**src/rtl/vend_pkg.sv**
```systemverilog
// Shared coin codes and scheduler state encoding for the vending front end.
package vend_pkg;

    localparam logic [1:0] COIN_NONE = 2'b00;
    localparam logic [1:0] COIN_05   = 2'b01;
    localparam logic [1:0] COIN_10   = 2'b10;

    typedef enum logic [2:0] {
        ST_IDLE  = 3'd0,
        ST_ISSUE = 3'd1,
        ST_WAIT  = 3'd2,
        ST_DISP  = 3'd3,
        ST_CHG   = 3'd4
    } sched_state_e;

    // Only half-yuan and one-yuan codes are forwarded to the vending FSM.
    function automatic logic coin_ok(input logic [1:0] code);
        return (code == COIN_05) || (code == COIN_10);
    endfunction

endpackage

```
**src/rtl/vend_rr_arb2.sv**
```systemverilog
// Two-requester round-robin arbiter; pointer moves past the winner on every grant.
module vend_rr_arb2 (
    input  logic       clk,
    input  logic       rstn,
    input  logic       en,
    input  logic [1:0] valid,
    output logic [1:0] grant
);

    logic ptr;

    always_comb begin
        grant = 2'b00;
        if (en) begin
            if (valid == 2'b11) begin
                grant = ptr ? 2'b10 : 2'b01;
            end else begin
                grant = valid;
            end
        end
    end

    always_ff @(posedge clk) begin
        if (!rstn) begin
            ptr <= 1'b0;
        end else if (grant != 2'b00) begin
            ptr <= grant[0];
        end
    end

endmodule

```
**src/rtl/vend_coin_sched.sv**
```systemverilog
// Coin slot scheduler: arbitrates two slots, feeds one coin per transaction to the
// vending FSM, then sequences dispenser and change-hopper handshakes.
module vend_coin_sched #(
    parameter int unsigned ACK_TIMEOUT = 15,
    parameter int unsigned CNT_W       = 8
) (
    input  logic             clk,
    input  logic             rstn,
    input  logic             s0_valid,
    input  logic [1:0]       s0_coin,
    output logic             s0_ready,
    input  logic             s1_valid,
    input  logic [1:0]       s1_coin,
    output logic             s1_ready,
    output logic [1:0]       coin,
    input  logic             sell,
    input  logic [1:0]       change,
    output logic             disp_req,
    input  logic             disp_ack,
    output logic             chg_req,
    input  logic             chg_ack,
    output logic             coin_err,
    output logic             fault,
    output logic [CNT_W-1:0] sale_cnt
);
    import vend_pkg::*;

    localparam int unsigned TMR_W = $clog2(ACK_TIMEOUT + 1);

    sched_state_e     state, state_nxt;
    logic [1:0]       code_q, code_nxt;
    logic [1:0]       coin_nxt;
    logic             chg_pend, chg_pend_nxt;
    logic [TMR_W-1:0] timer, timer_nxt;
    logic             fault_nxt, coin_err_nxt;
    logic [CNT_W-1:0] sale_cnt_nxt;
    logic             arb_en;
    logic [1:0]       grant;
    logic [1:0]       sel_code;
    logic             tmo;

    assign arb_en   = rstn && (state == ST_IDLE);
    assign s0_ready = grant[0];
    assign s1_ready = grant[1];
    assign sel_code = grant[1] ? s1_coin : s0_coin;
    assign tmo      = (timer == TMR_W'(ACK_TIMEOUT - 1));

    vend_rr_arb2 u_arb (
        .clk   (clk),
        .rstn  (rstn),
        .en    (arb_en),
        .valid ({s1_valid, s0_valid}),
        .grant (grant)
    );

    // State register and registered outputs.
    always_ff @(posedge clk) begin
        if (!rstn) begin
            state    <= ST_IDLE;
            code_q   <= COIN_NONE;
            coin     <= COIN_NONE;
            chg_pend <= 1'b0;
            timer    <= '0;
            fault    <= 1'b0;
            coin_err <= 1'b0;
            sale_cnt <= '0;
            disp_req <= 1'b0;
            chg_req  <= 1'b0;
        end else begin
            state    <= state_nxt;
            code_q   <= code_nxt;
            coin     <= coin_nxt;
            chg_pend <= chg_pend_nxt;
            timer    <= timer_nxt;
            fault    <= fault_nxt;
            coin_err <= coin_err_nxt;
            sale_cnt <= sale_cnt_nxt;
            disp_req <= (state_nxt == ST_DISP);
            chg_req  <= (state_nxt == ST_CHG);
        end
    end

    // Next-state and next-output logic.
    always_comb begin
        state_nxt    = state;
        code_nxt     = code_q;
        chg_pend_nxt = chg_pend;
        timer_nxt    = timer;
        fault_nxt    = fault;
        coin_err_nxt = 1'b0;
        sale_cnt_nxt = sale_cnt;
        coin_nxt     = COIN_NONE;

        case (state)
            ST_IDLE: begin
                if (grant != 2'b00) begin
                    code_nxt = sel_code;
                    if (coin_ok(sel_code)) begin
                        state_nxt = ST_ISSUE;
                    end else begin
                        coin_err_nxt = 1'b1;
                    end
                end
            end
            ST_ISSUE: state_nxt = ST_WAIT;
            ST_WAIT: begin
                if (sell) begin
                    sale_cnt_nxt = sale_cnt + CNT_W'(1);
                    chg_pend_nxt = (change != 2'b00);
                    timer_nxt    = '0;
                    state_nxt    = ST_DISP;
                end else begin
                    state_nxt = ST_IDLE;
                end
            end
            ST_DISP: begin
                if (disp_ack || tmo) begin
                    fault_nxt = fault | ~disp_ack;
                    timer_nxt = '0;
                    state_nxt = chg_pend ? ST_CHG : ST_IDLE;
                end else begin
                    timer_nxt = timer + TMR_W'(1);
                end
            end
            ST_CHG: begin
                if (chg_ack || tmo) begin
                    fault_nxt = fault | ~chg_ack;
                    timer_nxt = '0;
                    state_nxt = ST_IDLE;
                end else begin
                    timer_nxt = timer + TMR_W'(1);
                end
            end
            default: state_nxt = ST_IDLE;
        endcase

        if (state_nxt == ST_ISSUE) begin
            coin_nxt = code_nxt;
        end
    end

endmodule

```
**config.mk**
```make
export PLATFORM = sky130hd
export DESIGN_NAME = vend_coin_sched
export DESIGN_NICKNAME = d
export VERILOG_FILES = /design/src/rtl/vend_pkg.sv /design/src/rtl/vend_rr_arb2.sv /design/src/rtl/vend_coin_sched.sv
export SDC_FILE = /design/constraint.sdc
export NUM_CORES = 1
export LEC_CHECK = 0
export ABC_CLOCK_PERIOD_IN_PS = 1900
export CELL_PAD_IN_SITES_DETAIL_PLACEMENT = 1
export CELL_PAD_IN_SITES_GLOBAL_PLACEMENT = 1
export CORE_MARGIN = 4
export CORE_UTILIZATION = 28
export DETAILED_ROUTE_END_ITERATION = 7
export GPL_TIMING_DRIVEN = 0
export PLACE_DENSITY = 0.7
export SLEW_MARGIN = 20
export SYNTH_ARGS = -nofsm -noshare
export SYNTH_HDL_FRONTEND = slang
export SYNTH_SLANG_ARGS = --single-unit
```
**constraint.sdc**
```tcl
create_clock -name clk -period 1.9 [get_ports clk]
set_input_delay 0.38 -clock clk [delete_from_list [all_inputs] [get_ports clk]]
set_output_delay 0.38 -clock clk [all_outputs]
set_load 0.005 [all_outputs]
```
Word-level counts from Yosys, hierarchy flattened
Cells that the tools add are included.
- bitwise operators: 4
- $add $sub $neg: 2
- eq/ne operators: 14
- reduce and logical (&&, ||, !) cells: 14
- multiplexer cells: 21
- operators with widths (kind ; count):
    3-bit two-way mux ; 5
    3-bit case mux with 5 select lines ; 1
    2-bit two-way mux ; 7
    4-bit two-way mux ; 3
    4-bit case mux with 3 select lines ; 1
    3-bit by 2-bit equality test with 1-bit output (second input constant) ; 3
    8-bit by 1-bit adder with 8-bit output (second input constant) ; 1
    3-bit by 1-bit equality test with 1-bit output (second input constant) ; 2
    3-bit equality test (second input constant) ; 2
    2-bit inequality test (second input constant) ; 3
    2-bit AND reduction ; 3
    3-bit AND reduction ; 2
    2-bit nonzero test ; 3
    4-bit by 1-bit adder with 4-bit output (second input constant) ; 1
    2-bit equality test (second input constant) ; 2
    4-bit equality test (second input constant) ; 1
    3-bit zero test ; 1
    1-bit logical OR ; 3
    1-bit two-way mux ; 3
    3-bit nonzero test ; 1
    2-bit by 1-bit equality test with 1-bit output (second input constant) ; 1
    1-bit inverter ; 2
    1-bit bitwise OR ; 2
    1-bit case mux with 2 select lines ; 1
    1-bit logical AND ; 1
- logic and storage cells: 66
- bits of input ports: 13
- register bits: 25

Depth between registers and ports, before layout
Gate-level depths: netlist of run 1.
- depth after elaboration: 11
- mapped depth: 6
- mapped depth without buffers: 6

Modules after synthesis
From an unflattened synthesis of run 1, not the netlist that was laid out.
- cell total of the unflattened synthesis: 126
- area total of the unflattened synthesis: 1154.9 sq um
- modules (own cells, without submodules) (module ; instances ; sequential area each (sq um) ; area each (sq um) ; cells each):
    vend_coin_sched ; 1 ; 440.4 ; 1096.1 ; 117
    vend_rr_arb2 ; 1 ; 20.0 ; 58.8 ; 9

Worst setup path after synthesis of run 1
No wires, ideal clock.
- path kind: register -> output
- from: register state[1]
- to: output port s1_ready
- buffers on the path: 0
- required time: 1.520 ns
- stages on the path, launching flop included: 4
- setup slack: 0.520 ns
- data arrival time: 1.000 ns
- path through: dfxtp_1 nor4b_4 nand3_2 inv_1
- cells in the longest elaborated chain, start to end: 3
- RTL lines (item ; RTL line ; source):
    from (decl) ; vend_coin_sched.sv:30 ; sched_state_e state, state_nxt;
    from (signal assigned) ; vend_coin_sched.sv:70 ; state <= state_nxt;
    3-bit zero test ; vend_coin_sched.sv:42 ; assign arb_en = rstn && (state == ST_IDLE);
    1-bit logical AND ; vend_coin_sched.sv:42 ;
    2-bit two-way mux ; vend_rr_arb2.sv:14 ; if (en) begin
    to (decl) ; vend_coin_sched.sv:14 ; output logic s1_ready,
No other way between the ends.

Final worst setup path of run 1
- from: input port s0_valid
- to: output port s0_ready
- cells in the longest elaborated chain, start to end: 3
- RTL lines (item ; RTL line ; source):
    from (decl) ; vend_coin_sched.sv:9 ; input logic s0_valid,
    2-bit equality test ; vend_rr_arb2.sv:15 ; if (valid == 2'b11) begin
    2-bit two-way mux (*) ; vend_rr_arb2.sv:15 ;
    2-bit two-way mux (*) ; vend_rr_arb2.sv:14 ;
    to (decl) ; vend_coin_sched.sv:11 ; output logic s0_ready,
Every way passes the cells marked *; elsewhere a longest branch is shown, timed or not.

==> run_results.csv, run 1 <==
group,metric,value,unit
synth,avgSynthCellArea,9.647,µm²
drt,antenna_left,0,
global_route,antenna_found_initial,0,
job,cap_violations,0,
finish,final_net_count,170,
placement,hpwl,1.988,mm
drt,vias_per_cell,4.726,
timing,hold_viol,0,
synth,yosys.cell_types.count,37,
drt,via_count,950,
clocking,hold_buffers,0,
setup_path,crit_type,"in -> out",
finish,final_common_cell,"clkdlybuf4s50_1",
synth,synth_flop_cell,"dfxtp_1",
clocking,htreeDepth,1,
setup_path,r2r_cells,6,
timing,setup_violations,0,
pwr,power_density,610.7,nW/µm²
pwr,p_leak,0.6113,nW
setup_path,cp_num_cells,4,
drt,routedWlPerCell,13.56,µm
synth,syn_inst,114,
pwr,p_total,0.9437,mW
finish,nFillCells,436,
global_route,grt_pass1_vias,991,
clocking,max-clock-path-buffers,2,
placement,place_congestion,0.7302,
setup_path,path_max_fanout,3,
timing,relSlewSlack,0.7120,
synth,synth_area,1100,µm²
setup_path,reg2reg_slack,0.25,ns
hold_path,worstHoldStart,"rstn",
synth,synth-warning-count,0,
setup_path,path_cells,"clkdlybuf4s50_1, a21boi_2, and2_4, clkdlybuf4s15_2",
global_route,grt_usage,0.1154,
timing,skew,0.004129,ns
finish,n_antenna_cell,0,
global_route,grt_max_degree,13,
pwr,irDropWorstVdd,0.2658,mV
setup_path,arrival,1.50,ns
clocking,cts_tree,"done",
synth,async_flop_share,0,
setup_path,cp_top_family,"buffers and inverters",
setup_path,required,1.52,ns
die,die-area,4994,µm²
hold_path,hold_class,"in -> reg",
status,status,"finished, final reports clean",
clocking,numCtsBuffers,3,
clocking,path_clk_slew,0.08,ns
finish,area_growth_syn_to_layout,40.50,%
setup_path,worst_r2r_endpoint,"disp_req$_SDFF_PN0_",
timing,finalCriticalPeriod,1.881,ns
global_route,grt_first_pass_wirelength,4.616,mm
synth,ys_ff_latch,23,
timing,slew_viol_final,0,
die,die_h,70.67,µm
setup_path,cp-end-kind,"primary output",
timing,period_share,0.9897,
setup_path,crit_slowest_cell,"clkdlybuf4s50_1",
drt,wl,2.725,mm
setup_path,start_kind,"input port",
clocking,insertion_delay,0.27,ns
synth,yosysSeqAreaShare,0.4187,
drt,drc,0,
clocking,numClockSinks,23,
placement,port_buffers,28,
die,io_pins,29,
drt,first_pass_iters,4,
finish,fin_util,0.4158,
setup_path,r2r_start,"timer[0]$_SDFFE_PN0P_",
synth,synth_edf_count,0,
timing,worst_slew_pin_slew,0.4320,ns
die,core-area,3716,µm²
die,die_x,70.67,µm
finish,drive_gt1_frac,0.1895,
drt,drtIter0Drc,21,
die,num_rows,22,
setup_path,worst-path-buf-inv,2,
finish,layout_common_cells,"25 x clkdlybuf4s50_1, 20 x dfxtp_1, 17 x nor2_1",
setup_path,crit_start,"s0_valid",
setup_path,critPathMaxStageDelay,0.52,ns
timing,timing.fmax,0.5318,GHz
hold_path,whs_path_depth,2,
clocking,clock-root-buffer,"clkbuf_8",
global_route,overflow,0,
hold_path,hold_end,"fault$_SDFFE_PN0P_",
die,initial_core_util,0.2960,
synth,syn_nets,130,
[flip-flops by register name, indices dropped and copies added (netlist names)]
| register | cells |
|---|---|
| chg_pend | 1 |
| chg_req | 1 |
| coin | 2 |
| coin_err | 1 |
| disp_req | 1 |
| fault | 1 |
| sale_cnt | 8 |
| state | 3 |
| timer | 4 |
| u_arb.ptr | 1 |
[synthesized netlist by cell type, types with 2 or more instances]
cell | count | share of area
dfxtp_1 | 23 | 0.42
nor2_1 | 17 | 0.058
xor2_1 | 8 | 0.064
nand2_1 | 7 | 0.024
a21oi_1 | 4 | 0.018
inv_1 | 4 | 0.014
mux2i_1 | 4 | 0.036
nand4_1 | 4 | 0.023
o21ai_0 | 4 | 0.018
ha_1 | 3 | 0.034
a211oi_1 | 2 | 0.014
a21boi_0 | 2 | 0.014
a31oi_1 | 2 | 0.011
and2_1 | 2 | 0.011
and3_1 | 2 | 0.011
buf_6 | 2 | 0.020
nand3_1 | 2 | 0.0091
nor4b_4 | 2 | 0.043
o21a_1 | 2 | 0.014
[what timing repair did]
action / CTS / global route
hold endpoints to repair: 0 / 0
endpoints found under the setup margin: 2 / 3
gates resized for setup: 11 / 7
setup buffers: 4 / 4
pin swaps: 3 / 1
[per-stage QoR]
| step | instances | hold slack [ns] | TNS [ns] | setup slack [ns] | cell area, µm² |
|---|---|---|---|---|---|
| after global placement | 190 | 0.4460 | -1.004 | -0.5428 | 1440 |
| after floorplan | 114 | 0.4642 | 0 | 0.5203 | 1100 |
| after global routing | 201 | 0.4037 | -0.02284 | -0.02284 | 1545 |
| final | 201 | 0.3862 | 0 | 0.01948 | 1545 |
| after detailed placement | 190 | 0.4589 | -1.176 | -0.5996 | 1440 |
| after CTS | 197 | 0.4748 | 0 | 0.01507 | 1511 |
[layer usage]
layer  share of wire  GRT usage
met4          0.0084    0.05637
met2            0.52     0.1954
met5               0          0
met1            0.43     0.1387
met3           0.034    0.02415
[cells by family after synthesis]
kind of cell,share of synthesized area
buf+inv,0.03753
simple gates,0.2571
flops,0.4187
mux,0.03641
xor+xnor,0.07168
fa+ha+maj,0.03413
compound gates,0.1445
[report_power, final]
part	switching (mW)	leakage, nW	total, mW	internal, mW
Combinational	0.0581	0.401	0.136	0.0781
Clock	0.159	0.0228	0.309	0.150
Sequential	0.00811	0.188	0.499	0.491
[final cells by class]
class	count	area, µm²	share of cell area
multi-input combinational	84	609.3	0.3943
sequential	23	469.2	0.3036
timing repair buffer	36	331.6	0.2146
tap	48	60.06	0.03887
clock buffer	4	45.04	0.02915
buffer	2	15.01	0.009717
inverter	4	15.01	0.009717
[worst max path at each step]
| stage | endpoint | slack (ns) |
|---|---|---|
| 6_report | s0_ready | 0.02 |
| 5_1_grt | s0_ready | -0.02 |
| 4_1_cts | s0_ready | 0.02 |
| 3_5_place_dp | s1_ready | -0.60 |
| 3_3_place_gp | s1_ready | -0.54 |
| 2_1_floorplan | s1_ready | 0.52 |
No activity file was read; power rests on OpenSTA's default activity.
==> run 2: changes to the inputs <==
--- a/config.mk
+++ b/config.mk
@@ -8,7 +8,6 @@
 export ABC_CLOCK_PERIOD_IN_PS = 1900
 export CELL_PAD_IN_SITES_DETAIL_PLACEMENT = 1
 export CELL_PAD_IN_SITES_GLOBAL_PLACEMENT = 1
-export CORE_MARGIN = 4
 export CORE_UTILIZATION = 28
 export DETAILED_ROUTE_END_ITERATION = 7
 export GPL_TIMING_DRIVEN = 0
==> run 2 against run 1 <==
Compared with the run above: first-iteration DRC count shrank 57%; critical endpoint is now coin_err$_SDFF_PN0_; power up 0.87%; largest power group unchanged; clock skew is 0.0019 ns lower; maximum frequency up 5.7%.
==> run_results.csv, run 2 (synthesis gave the netlist of run 1 again) <==
group,metric,value,unit
timing,rsz0062_at_grt,"false",
placement,place_congestion,0.7658,
timing,slew_viol_final,0,
pwr,power_density,603.8,nW/µm²
setup_path,cp-end-kind,"flip-flop",
setup_path,path_max_fanout,5,
timing,relSlewSlack,0.7003,
global_route,grt_first_pass_wirelength,4.547,mm
drt,drtIter0Drc,9,
pwr,p_comb_frac,0.148,
global_route,antenna_found_initial,0,
pwr,irDropWorstVdd,0.3175,mV
setup_path,worst_r2r_endpoint,"coin_err$_SDFF_PN0_",
drt,vias_per_cell,4.751,
timing,finalCriticalPeriod,1.780,ns
pwr,switching_share,0.2430,
die,io_pins,29,
placement,hpwl,1.926,mm
timing,setup_violations,0,
finish,area_growth_syn_to_layout,43.34,%
finish,largest_register_ffs,8,
clocking,htreeDepth,1,
finish,final_common_cell,"clkdlybuf4s50_1",
clocking,insertion_delay,0.27,ns
global_route,grt_pass1_vias,1003,
timing,fin_setup_tns,0,ns
global_route,grt_usage,0.1408,
clocking,hold_buffers,0,
drt,drc,0,
finish,design_area,1577,µm²
setup_path,reg2reg_slack,0.12,ns
clocking,numClockSinks,23,
drt,via_count,974,
timing,skew,0.002212,ns
clocking,clock-root-buffer,"clkbuf_8",
die,core-area,3716,µm²
global_route,grt_max_degree,14,
finish,layout_common_cells,"25 x clkdlybuf4s50_1, 20 x dfxtp_1, 17 x nor2_1",
timing,timing.fmax,0.5618,GHz
finish,stdcell_count,205,
die,die_x,64.67,µm
drt,first_pass_iters,4,
die,die-area,4182,µm²
finish,n_antenna_cell,0,
clocking,cts_tree,"done",
clocking,numCtsBuffers,3,
pwr,p_sw,0.2314,mW
drt,routedWlPerCell,13.29,µm
setup_path,r2r_cells,9,
global_route,overflow,0,
hold_path,hold_class,"reg -> reg",
finish,final_net_count,174,
placement,placed_area,1440,µm²
finish,reg.largest.list,"sale_cnt: 8 flops, timer: 4 flops, state: 3 flops",
clocking,max-clock-path-buffers,2,
setup_path,arrival,1.95,ns
placement,port_buffers,28,
setup_path,required,2.07,ns
setup_path,start_kind,"flip-flop",
die,initial_core_util,0.2960,
pwr,p_leak,0.6365,nW
setup_path,crit_type,"reg -> reg",
hold_path,worstHoldStart,"fault$_SDFFE_PN0P_",
placement,dp_cells,190,
hold_path,whs_path_depth,1,
timing,worst_slew_pin_slew,0.4495,ns
hold_path,hold_end,"fault$_SDFFE_PN0P_",
drt,antenna_left,0,
die,num_rows,22,
die,die_h,64.67,µm
clocking,path_clk_slew,0.08,ns
status,status,"finished, final reports clean",
pwr,p_int,0.7206,mW
timing,period_share,0.9368,
timing,hold_viol,0,
finish,drive_gt1_frac,0.1975,
drt,wl,2.725,mm
placement,post-place-ws,-0.5634,ns
setup_path,r2r_start,"state[1]$_SDFF_PN0_",
pwr,seq_power_share,0.525,
finish,max_flop_register,"sale_cnt",
pwr,p_total,0.9520,mW
pwr,p_clk_frac,0.327,
job,cap_violations,0,
timing,fin_ws,0.1201,ns
==> run 2: cell types whose count changed in the layout (fill, tap and decap cells not counted), sizes merged <==
cell           change
buf                +5
dlygate4sd2        +2
clkdlybuf4s15      -1
clkinv             +1
clkbuf             -3
==> run 2: layout make-up <==
cell class / instances / area, µm²
well taps: 48 / 60.06
inverters: 4 / 15.01
clock buffers: 3 / 41.29
repair buffers: 40 / 366.6
fillers: 444 / 2140
flip-flops and latches: 23 / 469.2
multi-input cells: 84 / 604.3
plain buffers: 2 / 15.01
clock inverters: 1 / 5.005
==> run 2: power by group through the flow <==
stage | Clock [mW] | Sequential [mW] | Combinational, mW
5_1_grt | 0.348 | 0.501 | 0.153
2_1_floorplan | 0 | 0.510 | 0.0597
6_report | 0.312 | 0.500 | 0.141
3_3_place_gp | 0 | 0.510 | 0.116
3_5_place_dp | 0 | 0.511 | 0.119
4_1_cts | 0.323 | 0.503 | 0.130
==> run 2: routing by layer <==
| metal | vias to the layer above | track usage | share of wire |
|---|---|---|---|
| met5 | - | 0 | 0 |
| met4 | 0 | 0.04167 | 0.0088 |
| met3 | 2 | 0.04049 | 0.036 |
| met2 | 17 | 0.2658 | 0.53 |
| met1 | 466 | 0.1493 | 0.43 |
| li1 | 489 | - | - |
==> run 2: worst max-delay path by stage <==
stage | start | end | slack [ns] | cells past startpoint
floorplan | state[1]$_SDFF_PN0_ | s1_ready | 0.52 | 3
global route | state[1]$_SDFF_PN0_ | coin_err$_SDFF_PN0_ | 0.02 | 9
detailed placement | rstn | s1_ready | -0.56 | 5
global placement | rstn | s1_ready | -0.54 | 5
finish | state[1]$_SDFF_PN0_ | coin_err$_SDFF_PN0_ | 0.12 | 9
CTS | state[0]$_SDFF_PN0_ | coin_err$_SDFF_PN0_ | 0.007 | 10
==> run 2: through the flow <==
step / hold WS, ns / utilization
final: 0.4737 / 0.4242
after global routing: 0.5172 / 0.4242
after floorplan: 0.4642 / -
after detailed placement: 0.4589 / 0.3875
after global placement: 0.4460 / 0.3875
after CTS: 0.4752 / 0.4168
==> run 2: critical path: stages (launching register included) <==
cell and delay (ns):
dfxtp_4 0.38, nor4b_4 0.31, nand3_2 0.12, buf_4 0.14
buf_4 0.12, buf_4 0.12, buf_4 0.12, buf_6 0.12
mux2i_1 0.10, and2_1 0.14
==> run 2: what timing repair did <==
action / CTS / global route
hold endpoints to repair: 0 / 0
setup buffers: 8 / 5
gates resized for setup: 12 / 3
gates cloned: 0 / 0
pin swaps: 4 / 3
setup endpoints to repair: 2 / 5
==> run 3: changes to the inputs <==
--- a/config.mk
+++ b/config.mk
@@ -12,7 +12,6 @@
 export DETAILED_ROUTE_END_ITERATION = 7
 export GPL_TIMING_DRIVEN = 0
 export PLACE_DENSITY = 0.7
-export SLEW_MARGIN = 20
 export SYNTH_ARGS = -nofsm -noshare
 export SYNTH_HDL_FRONTEND = slang
 export SYNTH_SLANG_ARGS = --single-unit
==> results of run 3 <==
No change in the layout: final DEF, timing and power equal those of run 2.
